### config.mk
export PLATFORM = sky130hd
export DESIGN_NAME = i2c_pos_reader
export DESIGN_NICKNAME = d
export VERILOG_FILES = /design/src/rtl/i2c_pos_reader.sv
export SDC_FILE = /design/constraint.sdc
export NUM_CORES = 1
export LEC_CHECK = 0
export ABC_AREA = 1
export CORE_MARGIN = 2
export CORE_UTILIZATION = 57
export CTS_CLUSTER_DIAMETER = 100
export DETAILED_ROUTE_END_ITERATION = 10
export PLACE_DENSITY = 0.87
export RECOVER_POWER = 100
export SLEW_MARGIN = 20
export SYNTH_ARGS = -nofsm -noshare
export SYNTH_HDL_FRONTEND = slang
export SYNTH_SLANG_ARGS = --single-unit
### constraint.sdc
create_clock -name clk -period 2.7 [get_ports clk]
set_clock_uncertainty 0.05 [all_clocks]
set_input_delay 0.81 -clock clk [delete_from_list [all_inputs] [get_ports clk]]
set_output_delay 0.81 -clock clk [all_outputs]
set_load 0.1 [all_outputs]
### src/rtl/i2c_pos_reader.sv
// I2C controller that polls the position/status responder: START, addr+R, 3 read bytes, STOP.
// Optional macro I2C_STRETCH_EN lets the responder stretch SCL during the high quarters.
//   state    | meaning
//   IDLE     | bus released, waiting for start
//   START    | START condition bit
//   ADDR     | shifting out {TARGET_ADDR, R}
//   ADDR_ACK | sampling responder address ACK
//   READ     | shifting in one data byte
//   MACK     | controller ACK (bytes 0,1) or NACK (byte 2)
//   STOP     | STOP condition bit
//   DONE     | one-cycle completion pulse, outputs refreshed
module i2c_pos_reader #(
    parameter logic [6:0]  TARGET_ADDR = 7'b1100100,
    parameter int unsigned CLK_DIV     = 4
) (
    input  logic       clk,
    input  logic       rst_n,
    input  logic       start,
    input  logic       sda_in,
    input  logic       scl_in,
    output logic       sda_oe,
    output logic       scl_oe,
    output logic       busy,
    output logic       done,
    output logic       ack_err,
    output logic [7:0] x_pos,
    output logic [7:0] y_pos,
    output logic [7:0] status
);
    localparam int DIV_W = (CLK_DIV > 1) ? $clog2(CLK_DIV) : 1;
    localparam logic [DIV_W-1:0] DIV_MAX = DIV_W'(CLK_DIV - 1);
    localparam logic [7:0] ADDR_BYTE = {TARGET_ADDR, 1'b1};

    typedef enum logic [2:0] {
        S_IDLE, S_START, S_ADDR, S_ADDR_ACK, S_READ, S_MACK, S_STOP, S_DONE
    } state_t;

    state_t           state_q, state_d;
    logic [DIV_W-1:0] div_q, div_d;
    logic [1:0]       quarter_q, quarter_d;
    logic [2:0]       bit_q, bit_d;
    logic [1:0]       byte_q, byte_d;
    logic [7:0]       sh0_q, sh0_d, sh1_q, sh1_d, sh2_q, sh2_d;
    logic [7:0]       x_q, x_d, y_q, y_d, st_q, st_d;
    logic             ack_err_q, ack_err_d;
    logic             active, stall, tick, sample, bit_end;

    assign active = (state_q != S_IDLE) && (state_q != S_DONE);

`ifdef I2C_STRETCH_EN
    // SCL is released in q2; a low pad level there means the responder is stretching.
    assign stall = active && (quarter_q == 2'd2) && !scl_in;
`else
    logic unused_scl_in;
    assign unused_scl_in = scl_in;
    assign stall = 1'b0;
`endif

    assign tick    = active && !stall && (div_q == DIV_MAX);
    assign sample  = tick && (quarter_q == 2'd2);
    assign bit_end = tick && (quarter_q == 2'd3);

    always_ff @(posedge clk) begin
        if (!rst_n) state_q <= S_IDLE;
        else        state_q <= state_d;
    end

    always_comb begin
        state_d = state_q;
        case (state_q)
            S_IDLE:     if (start) state_d = S_START;
            S_START:    if (bit_end) state_d = S_ADDR;
            S_ADDR:     if (bit_end && (bit_q == 3'd7)) state_d = S_ADDR_ACK;
            S_ADDR_ACK: if (bit_end) state_d = ack_err_q ? S_STOP : S_READ;
            S_READ:     if (bit_end && (bit_q == 3'd7)) state_d = S_MACK;
            S_MACK:     if (bit_end) state_d = (byte_q == 2'd2) ? S_STOP : S_READ;
            S_STOP:     if (bit_end) state_d = S_DONE;
            S_DONE:     state_d = S_IDLE;
            default:    state_d = S_IDLE;
        endcase
    end

    always_comb begin
        div_d     = div_q;
        quarter_d = quarter_q;
        bit_d     = bit_q;
        byte_d    = byte_q;
        sh0_d     = sh0_q;
        sh1_d     = sh1_q;
        sh2_d     = sh2_q;
        ack_err_d = ack_err_q;
        x_d       = x_q;
        y_d       = y_q;
        st_d      = st_q;
        if (!active) begin
            div_d     = '0;
            quarter_d = '0;
            bit_d     = '0;
        end else if (stall || tick) begin
            div_d = '0;
            if (tick) quarter_d = quarter_q + 2'd1;
        end else begin
            div_d = div_q + 1'b1;
        end
        if (bit_end && ((state_q == S_ADDR) || (state_q == S_READ))) bit_d = bit_q + 3'd1;
        if ((state_q == S_IDLE) && start) begin
            byte_d    = '0;
            ack_err_d = 1'b0;
        end
        if (bit_end && (state_q == S_MACK)) byte_d = byte_q + 2'd1;
        if (sample && (state_q == S_ADDR_ACK) && sda_in) ack_err_d = 1'b1;
        if (sample && (state_q == S_READ)) begin
            case (byte_q)
                2'd0:    sh0_d = {sh0_q[6:0], sda_in};
                2'd1:    sh1_d = {sh1_q[6:0], sda_in};
                default: sh2_d = {sh2_q[6:0], sda_in};
            endcase
        end
        // Refresh on entry to DONE so the new values are visible with the done pulse.
        if ((state_q == S_STOP) && (state_d == S_DONE) && !ack_err_q) begin
            x_d  = sh0_q;
            y_d  = sh1_q;
            st_d = sh2_q;
        end
    end

    always_ff @(posedge clk) begin
        if (!rst_n) begin
            div_q     <= '0;
            quarter_q <= '0;
            bit_q     <= '0;
            byte_q    <= '0;
            sh0_q     <= '0;
            sh1_q     <= '0;
            sh2_q     <= '0;
            ack_err_q <= 1'b0;
            x_q       <= '0;
            y_q       <= '0;
            st_q      <= '0;
        end else begin
            div_q     <= div_d;
            quarter_q <= quarter_d;
            bit_q     <= bit_d;
            byte_q    <= byte_d;
            sh0_q     <= sh0_d;
            sh1_q     <= sh1_d;
            sh2_q     <= sh2_d;
            ack_err_q <= ack_err_d;
            x_q       <= x_d;
            y_q       <= y_d;
            st_q      <= st_d;
        end
    end

    always_comb begin
        sda_oe = 1'b0;
        scl_oe = 1'b0;
        case (state_q)
            S_START: begin
                sda_oe = quarter_q[1];
                scl_oe = (quarter_q == 2'd3);
            end
            S_ADDR: begin
                scl_oe = !quarter_q[1];
                sda_oe = !ADDR_BYTE[3'd7 - bit_q];
            end
            S_ADDR_ACK, S_READ: scl_oe = !quarter_q[1];
            S_MACK: begin
                scl_oe = !quarter_q[1];
                sda_oe = (byte_q != 2'd2);
            end
            S_STOP: begin
                scl_oe = (quarter_q == 2'd0);
                sda_oe = (quarter_q != 2'd3);
            end
            default: ;
        endcase
        busy = (state_q != S_IDLE);
        done = (state_q == S_DONE);
    end

    assign ack_err = ack_err_q;
    assign x_pos   = x_q;
    assign y_pos   = y_q;
    assign status  = st_q;
endmodule

==> flow_summary.toml <==
[timing]
fin_hold_ws_ps = 376
postLayoutSetupSlackWorst_ps = 107
maxSlewHeadroom_pct = 22.6
fin_tns_setup_ps = 0
post-route-min-period_ps = 2590
setup_viol = 0
grt_setup_unrepaired = "false"
fmaxAchievable_mhz = 386
report.final.hold_viol_count = 0
slew_viol_final = 0
worstMarginPinSlew_ps = 1170
min_period_over_period_pct = 96.0

[die]
die_height_um = 73.8
floorplan.die_area_mm2 = 0.00544
fp-row-count = 25
die_width_um = 73.8
initial_utilization_pct = 58.8
ioPinCount = 34
core_area_mm2 = 0.00472

[setup_path]
r2r_start = "state_q[1]"
required_ps = 1840
timing.critical_path.fanout_max = 10
worstSetupStartpointType = "register"
crit_chain = "inv_2 -> ha_1 -> o221ai_2 -> buf_12"
cpMaxStageDelayCell = "sky130_fd_sc_hd__dfxtp_1"
setup.worst_path.class = "register to output pin"
critPathMaxStageDelay_ps = 550
timing.critical_path.from = "state_q[1]"
worst_ep_arrival_time_ps = 1730
setup.worst_path.end_class = "output pin"

[route]
antenna_violating_nets_post_route = 0
drt-initial-drc-count = 174
vias = 2383
drt-total-wl_um = 5400
detail_route.vias_per_cell = 5.05
remaining_drc_errors = 0
first_pass_drt_iterations = 4
wire_per_inst_um = 11.4

[power]
vdd.ir_drop.worst_v = 0.000416
finalPower_mw = 1.83
swShare_pct = 22.4
p_leak_nw = 1.31
power.density_cell_area_mw_per_mm2 = 575
power.net_switching_mw = 0.410
clock_power_share_pct = 46.1
comb_power_share_pct = 4.5
internal_power_mw = 1.42
seq_power_share_pct = 49.5

[synthesis]
synthesis.instances = 369
netlist.top_cell.by_area = "sky130_fd_sc_hd__dfxtp_1"
post_syn_nets = 386
dominantRegCellSynth = "sky130_fd_sc_hd__dfxtp_1"
ys_async_sr_fraction_pct = 0
synth_top_cells_by_area = "sky130_fd_sc_hd__dfxtp_1, sky130_fd_sc_hd__nor2_1, sky130_fd_sc_hd__nand2_1"
postSynthRegisterBits = 61
share_of_the_synthesized_area_in_the_top_cell_type_pct = 44.0
synth_cell_type_count = 30
yosysWarnings = 0
syn-cell-area_mm2 = 0.00278
syn_area_per_cell_um2 = 7.52
synth_enable_flop_cells = 0
synth_sequential_area_ratio_pct = 44.0

[clocking]
root_buffer = "sky130_fd_sc_hd__clkbuf_8"
clock_insertion_delay_worst_skew_ps = 330
ctsResizeCount = 0
cts-buffers-inserted = 9
htreeDepth = 3
worst_setup_hold_path_clk_slew_ps = 60
postCtsSetupRepairBufs = 0
cts.sinks = 61
cts_tree = "built"
clock_path_buffers = 2
cts_hold_repair.buffers = 0

[worst_hold_path]
hp-class = "register to register"
worst_hold_startpoint = "div_q[0]"

[finish]
area_growth_pct = 14.9
seq_area_mm2 = 0.00122
fraction_of_final_layout_cells_with_drive_strength_greater_than_1_pct = 15.1
fillCellCount = 413
insertedDiodeCount = 0
multi_input_area_mm2 = 0.00126
nNetsFinal = 418
fin_util_pct = 67.5

[placed_design]
port_buffers = 32
dp_wirelength_um = 3640
placement.setup.worst_slack_ps = 127
gp_congestion = 0.936

[global_route]
initial_antenna_violation_count = 0
grt_first_pass_wirelength_um = 8950
via_count_of_the_first_global_routing_pass = 2102
grt_overflow = 0
total_global_routing_track_utilization_pct = 21.3
grt_max_degree = 34

[run_status]
status = "complete, no violations"

[run]
cap_violations = 0
power groups by stage:
stage                     Sequential (mW)  Clock (mW)  Combinational (mW)
after floorplan                     0.926           0              0.0640
after global placement              0.928           0              0.0903
after detailed placement            0.928           0              0.0916
after CTS                           0.907       0.855              0.0920
after global routing                0.907       0.895              0.0906
final                               0.907       0.845              0.0818
layer usage:
layer | part of all wire, % | wire, um | global-route usage, % | vias up
met2 | 48 | 2620 | 35.2 | 54
met1 | 45 | 2440 | 25.3 | 1078
li1 | - | - | - | 1240
met5 | 0 | 0 | 0 | -
met3 | 4.1 | 221 | 4.66 | 11
met4 | 2.3 | 124 | 12.1 | 0
sequential cells by signal, summed over array words and instances, names as in the netlist:
signal,flops
sh0_q,8
sh1_q,8
sh2_q,8
status,8
x_pos,8
y_pos,8
bit_q,3
state_q,3
byte_q,2
div_q,2
quarter_q,2
ack_err,1
synth_stat cells (2+ instances only):
| master | n |
|---|---|
| sky130_fd_sc_hd__inv_2 | 5 |
| sky130_fd_sc_hd__inv_1 | 42 |
| sky130_fd_sc_hd__clkbuf_1 | 3 |
| sky130_fd_sc_hd__buf_2 | 2 |
| sky130_fd_sc_hd__nor2_4 | 3 |
| sky130_fd_sc_hd__nor2_2 | 8 |
| sky130_fd_sc_hd__o221ai_1 | 2 |
| sky130_fd_sc_hd__a21oi_1 | 33 |
| sky130_fd_sc_hd__nand3_1 | 32 |
| sky130_fd_sc_hd__ha_1 | 12 |
| sky130_fd_sc_hd__nand2_1 | 50 |
| sky130_fd_sc_hd__buf_4 | 6 |
| sky130_fd_sc_hd__o21ai_0 | 24 |
| sky130_fd_sc_hd__o21ai_1 | 2 |
| sky130_fd_sc_hd__o21bai_1 | 2 |
| sky130_fd_sc_hd__nand2_2 | 4 |
| sky130_fd_sc_hd__nor3_1 | 4 |
| sky130_fd_sc_hd__buf_1 | 2 |
| sky130_fd_sc_hd__nor2_1 | 60 |
| sky130_fd_sc_hd__buf_6 | 3 |
| sky130_fd_sc_hd__dfxtp_1 | 61 |
layout make-up:
class,instances,area share (%)
well taps,67,2.63
multi-input cells,245,39.6
clock inverters,3,1.37
clock buffers,12,5.18
flip-flops and latches,61,38.3
repair buffers,37,7.41
inverters,47,5.53
logic make-up (layout without fill, tap and decap cells):
kind of cell	Yosys count	count (layout)	synth area share (%)
DFF	61	61	44.0
muxes	1	1	0.361
buffers and inverters	63	99	10.2
AOI/OAI and AO/OA	68	68	13.3
and+or+nand+nor	164	164	26.7
adders and majority gates	12	12	5.41
per-stage QoR:
step / std cells / area, um^2
2_1_floorplan: 369 / 2790
3_3_place_gp: 457 / 3110
3_5_place_dp: 457 / 3110
4_1_cts: 472 / 3320
5_1_grt: 472 / 3190
6_report: 472 / 3190
final timing paths:
kind	end	slack, ps	cells past startpoint
min reg2reg	div_q[0]	380	1
max	scl_oe	110	4
min	div_q[0]	380	1
max reg2reg	sh1_q[3]	330	10
placed cells by master, fill, tap and decap left out, types with 3 or more instances in the layout:
master and instances:
sky130_fd_sc_hd__a21oi_1 33, sky130_fd_sc_hd__buf_4 4, sky130_fd_sc_hd__clkbuf_1 7, sky130_fd_sc_hd__clkbuf_2 19, sky130_fd_sc_hd__clkbuf_8 12, sky130_fd_sc_hd__dfxtp_1 61
sky130_fd_sc_hd__ha_1 12, sky130_fd_sc_hd__inv_1 45, sky130_fd_sc_hd__nand2_1 51, sky130_fd_sc_hd__nand2_2 3, sky130_fd_sc_hd__nand3_1 32, sky130_fd_sc_hd__nor2_1 62
sky130_fd_sc_hd__nor2_2 8, sky130_fd_sc_hd__nor3_1 4, sky130_fd_sc_hd__o21ai_0 26
critical path, delay by kind of cell (launching register included):
kind / cells / cell delay, ps
fa+ha+maj: 1 / 320
flops: 1 / 550
compound gates: 1 / 210
buf+inv: 2 / 320
(Power assumes the default switching activity.)
